## src/rtl/reg_write_arbiter.sv

```systemverilog
// reg_write_arbiter: round-robin arbiter that funnels NUM_REQ requester write
// beats into a single one-entry output stage feeding the register-bank write
// decode. Optional feature macro: RR_ARB_LOCK_EN (adds req_lock, lets the
// granted requester keep exclusive ownership across several beats).
//
// state | meaning
// ------+--------------------------------------------------------------
// EMPTY | output stage holds no beat, out_valid=0, any candidate accepted
// FULL  | output stage holds a beat, out_valid=1, accept only if out_ready
module reg_write_arbiter #(
  parameter int NUM_REQ    = 4,
  parameter int ADDR_WIDTH = 8,
  parameter int WORD_WIDTH = 32,
  parameter int SRC_WIDTH  = $clog2(NUM_REQ)
) (
  input  logic                          clock,
  input  logic                          areset_n,
  input  logic [NUM_REQ-1:0]            req_valid,
  output logic [NUM_REQ-1:0]            req_ready,
  input  logic [NUM_REQ*ADDR_WIDTH-1:0] req_addr,
  input  logic [NUM_REQ*WORD_WIDTH-1:0] req_data,
`ifdef RR_ARB_LOCK_EN
  input  logic [NUM_REQ-1:0]            req_lock,
`endif
  output logic                          out_valid,
  input  logic                          out_ready,
  output logic [ADDR_WIDTH-1:0]         out_addr,
  output logic [WORD_WIDTH-1:0]         out_data,
  output logic [SRC_WIDTH-1:0]          out_src
);

  typedef enum logic {
    EMPTY = 1'b0,
    FULL  = 1'b1
  } state_t;

  state_t               state;
  state_t               state_next;
  logic [SRC_WIDTH-1:0] ptr;
  logic [SRC_WIDTH-1:0] ptr_next;
  logic [SRC_WIDTH-1:0] cand;
  logic                 cand_found;
  logic                 accept;
  logic [NUM_REQ-1:0]   eligible;

`ifdef RR_ARB_LOCK_EN
  logic                 lock_set;
  logic [SRC_WIDTH-1:0] lock_owner;

  // While a lock is held only the owner may compete.
  always_comb begin
    eligible = req_valid;
    if (lock_set) begin
      eligible             = '0;
      eligible[lock_owner] = req_valid[lock_owner];
    end
  end

  // Lock follows the req_lock bit of every accepted beat; only the owner can
  // be accepted while locked, so its unlocked beat is what releases it.
  always_ff @(posedge clock or negedge areset_n) begin
    if (!areset_n) begin
      lock_set   <= 1'b0;
      lock_owner <= '0;
    end else if (accept) begin
      lock_set   <= req_lock[cand];
      lock_owner <= cand;
    end
  end
`else
  // Pure round-robin: every valid requester competes.
  always_comb begin
    eligible = req_valid;
  end
`endif

  // First eligible requester at or after ptr, wrapping; scanning the offsets
  // downward lets the smallest offset overwrite and win.
  always_comb begin
    cand_found = 1'b0;
    cand       = '0;
    for (int k = NUM_REQ - 1; k >= 0; k--) begin
      if (eligible[(int'(ptr) + k) % NUM_REQ]) begin
        cand_found = 1'b1;
        cand       = SRC_WIDTH'((int'(ptr) + k) % NUM_REQ);
      end
    end
  end

  // Accept needs room in the output stage; reset also blocks any grant so a
  // requester never sees ready while the block is held in reset.
  always_comb begin
    accept = cand_found && areset_n && ((state == EMPTY) || out_ready);
  end

  // One-hot ready for the accepted requester only.
  always_comb begin
    req_ready = '0;
    if (accept) begin
      req_ready[cand] = 1'b1;
    end
  end

  // Pointer advances past the accepted requester, wrapping at NUM_REQ-1.
  always_comb begin
    ptr_next = ptr;
    if (accept) begin
      if (int'(cand) == NUM_REQ - 1) begin
        ptr_next = '0;
      end else begin
        ptr_next = cand + SRC_WIDTH'(1);
      end
    end
  end

  // Output-stage state and round-robin pointer registers.
  always_ff @(posedge clock or negedge areset_n) begin
    if (!areset_n) begin
      state <= EMPTY;
      ptr   <= '0;
    end else begin
      state <= state_next;
      ptr   <= ptr_next;
    end
  end

  // Next-state and out_valid decode for the output stage.
  always_comb begin
    state_next = state;
    out_valid  = (state == FULL);
    case (state)
      EMPTY: begin
        if (accept) begin
          state_next = FULL;
        end
      end
      FULL: begin
        if (accept) begin
          state_next = FULL;
        end else if (out_ready) begin
          state_next = EMPTY;
        end
      end
      default: begin
        state_next = EMPTY;
      end
    endcase
  end

  // Capture the accepted beat; fields hold after the bank drains it.
  always_ff @(posedge clock or negedge areset_n) begin
    if (!areset_n) begin
      out_addr <= '0;
      out_data <= '0;
      out_src  <= '0;
    end else if (accept) begin
      out_addr <= req_addr[int'(cand) * ADDR_WIDTH +: ADDR_WIDTH];
      out_data <= req_data[int'(cand) * WORD_WIDTH +: WORD_WIDTH];
      out_src  <= cand;
    end
  end

endmodule

```

## config.mk

```make
export PLATFORM = sky130hd
export DESIGN_NAME = reg_write_arbiter
export DESIGN_NICKNAME = d
export VERILOG_FILES = /design/src/rtl/reg_write_arbiter.sv
export SDC_FILE = /design/constraint.sdc
export NUM_CORES = 1
export LEC_CHECK = 0
export CORE_AREA = 2 2 92 94
export CTS_CLUSTER_DIAMETER = 50
export DETAILED_ROUTE_END_ITERATION = 7
export DIE_AREA = 0 0 94 96
export PLACE_DENSITY = 0.85
export SYNTH_ARGS = -nofsm -noshare
export SYNTH_HDL_FRONTEND = slang
export SYNTH_SLANG_ARGS = --single-unit
```

## constraint.sdc

```tcl
create_clock -name clock -period 3.1 [get_ports clock]
set_input_delay 0.62 -clock clock [delete_from_list [all_inputs] [get_ports clock]]
set_output_delay 0.62 -clock clock [all_outputs]
set_load 0.01 [all_outputs]
```

==> metrics.md <==
| Metric | Value |
|---|---|
| Max clock buf depth | 2 |
| Initial antenna violation count | 0 |
| Worst EP arrival | 2.40 ns |
| Post-synthesis cell area | 2960 µm² |
| Met1 GRT Util | 24.3% |
| DR pass1 iterations | 4 |
| IO Pins | 214 |
| DR WL/cell | 17.4 µm |
| Crit-path slowest cell | clkdlybuf4s50_1 |
| Startpoint types | primary input |
| CP max FO | 3 |
| GRT Max-Usage Layer | met2 |
| H-tree levels | 2 |
| Clock latency on the worst-skew pair | 0.29 ns |
| Area fraction of the dominant cell type after synthesis | 38.0% |
| Crit Path Class | in -> out |
| Area leader, netlist | dfrtp_1 |
| Outcome | complete, no violations |
| Post-route cell area | 5280 µm² |
| Final hold violations | 0 |
| GRT met3 Usage | 6.26% |
| Initial DRC count | 74 |
| Max Freq | 331 MHz |
| Cell row count | 33 |
| Clk Tree Root Cell | clkbuf_8 |
| Largest net degree at the start of global routing | 48 |
| Crit-path cells | clkdlybuf4s50_1 -> buf_4 -> a21oi_1 -> o32ai_4 -> buf_4 -> ha_1 -> and3_1 -> dlygate4sd2_1 |
| DP Area | 5180 µm² |
| Fillers | 651 |
| DRC Markers | 0 |
| HPWL after DPL | 8090 µm |
| N_diodes | 0 |
| RSZ-0062 raised after global routing | false |
| Setup TNS | 0 ns |
| Clk slew on worst S/H paths | 0.08 ns |
| Slew @ Worst Pin | 0.770 ns |
| Cell variety after synth | 29 |
| Die Area | 9020 µm² |
| First-pass GRT wire length | 15600 µm |
| Final Cycle Share | 97.3% |
| Die Y | 96 µm |
| Starting Density | 36.8% |
| Final setup fails | 0 |
| Mean Syn Cell Area | 10.9 µm² |
| Worst vdd ir | 0.343 mV |
| Commonest non-fill, non-tap cells in the layout | 208 x clkdlybuf4s50_1, 80 x mux2i_1, 48 x nand2_1 |
| Nets@finish | 658 |
| Top cells by area, synth | dfrtp_1 38%, mux2i_1 27%, o221ai_1 8.6% |
| Core box area | 8050 µm² |
| Num CTS Buffers | 5 |
| Via count | 3049 |
| Leakage | 0.00239 µW |
| Final Critical Period | 3.02 ns |
| Routed Antenna Nets | 0 |
| Final RePlAce weighted congestion | 0.866 |
| Most used cell, CP | buf_4 |
| CP bufs+invs | 4 |
| Seq/Total Area, Yosys | 38.0% |
| Syn nets | 443 |
| Required @ worst endpoint | 2.48 ns |
| I/O Buffers | 213 |
| Vias per cell | 5.14 |
| Tot Pwr | 3310 µW |
| Synthesis-to-layout area growth | 78.4% |
| Vias in the first global route | 3138 |
| Grt met2 use | 42.1% |
| Max Slew Vio Count | 0 |
| Routed WL | 10300 µm |
| Hold buffers post-CTS | 0 |
| Slew margin rel. | 48.7% |
| Synth warn | 0 |
| Commonest non-fill, non-tap cell in the layout | clkdlybuf4s50_1 |
| Die Wd | 94 µm |
| Gr usage total | 22.3% |
| Clock Sinks | 45 |
| Share of cells above drive strength 1 | 9.22% |
| CP delay by family, top | buffers and inverters |
| Final Skew | 0.00858 ns |
| Slowest Stage Delay on Critical Path | 0.45 ns |
| #FFs+latches synth | 45 |
| MaxCap Viol Count | 0 |
| Cells after synthesis | 272 |
| Worst hold path class | in -> async |
| Grt total ovfl | 0 |
| Hold slack final | 0.445 ns |
| PD cells | 627 nW/µm² |
| CP endpoint kind | primary output |
| CTS tree | done |
## report_power, final
group	switching, µW	internal [µW]	total, µW
logic	864	1100	1970
registers	152	839	991
clock network	195	160	355
total	1210	2100	3310
## layer usage
layer	routed length [µm]	share of wire, %
met1	3810	37
met5	0	0
met4	203	2.0
met3	935	9.1
met2	5360	52
## synthesized netlist by cell type
library cell	number
mux2i_1	80
nand2_1	48
dfrtp_1	45
o221ai_1	29
o221ai_2	10
buf_6	8
buf_4	6
inv_1	6
and3_1	4
buf_2	4
ha_1	4
nand2b_1	4
nand3_1	3
a21oi_1	2
a41oi_1	2
buf_1	2
clkbuf_1	2
nand2_2	2
a21o_1	1
and2_4	1
nor2b_1	1
nor2b_2	1
o21ai_0	1
o21ai_1	1
o22ai_1	1
o311ai_1	1
o32ai_4	1
o41a_1	1
or2_2	1
## final timing paths
path / to / cells past startpoint / slack [ns] / startpoint
setup reg to reg: out_data[27]$_DFFE_PN0P_ / 6 / 1.03 / ptr[0]$_DFFE_PN0P_
hold / removal: out_data[23]$_DFFE_PN0P_ / 2 / 0.44 / areset_n
setup / recovery: req_ready[1] / 8 / 0.08 / req_valid[0]
min in group clock: out_src[1]$_DFFE_PN0P_ / 2 / 0.49 / out_src[1]$_DFFE_PN0P_
max in group asynchronous: out_data[1]$_DFFE_PN0P_ / 2 / 2.26 / areset_n
hold reg to reg: out_src[1]$_DFFE_PN0P_ / 2 / 0.49 / out_src[1]$_DFFE_PN0P_
## cell families (layout without fill, tap and decap cells)
kind of cell               count (synthesis)  in the layout  share of synthesized area, %
and+or+nand+nor                           65             65                          9.72
AOI/OAI and AO/OA                         50             50                          17.0
DFF                                       45             45                          38.0
adders and majority gates                  4              4                          1.69
buffers and inverters                     28            244                          6.51
muxes                                     80             80                          27.0
## sequential cells by signal, indices dropped and copies added (netlist names)
register / flops
out_valid: 1
out_data: 32
ptr: 2
out_addr: 8
out_src: 2
## area by class of cell
type	instances	area (µm²)	share of cell area [%]
multi-input cells	199	1670	31.6
repair buffers	230	2250	42.6
well taps	105	131	2.49
clock buffers	7	76.3	1.45
inverters	6	22.5	0.426
clock inverters	1	7.51	0.142
flip-flops and latches	45	1130	21.3
## repair_timing
item                                    4_1_cts  5_1_grt
cloned                                        0        0
pin swaps                                     1        1
resized for setup                             6        1
endpoints found under the setup margin        4        2
setup buffers                                 2        0
## through the flow
stage,utilization [%],setup WS (ns),instances
2_1_floorplan,-,0.641,272
3_3_place_gp,64.4,-0.0407,584
3_5_place_dp,64.4,-0.159,584
4_1_cts,65.6,0.00280,594
5_1_grt,65.6,0.0409,593
6_report,65.6,0.0823,593
Power figures use the tool's default switching activity.
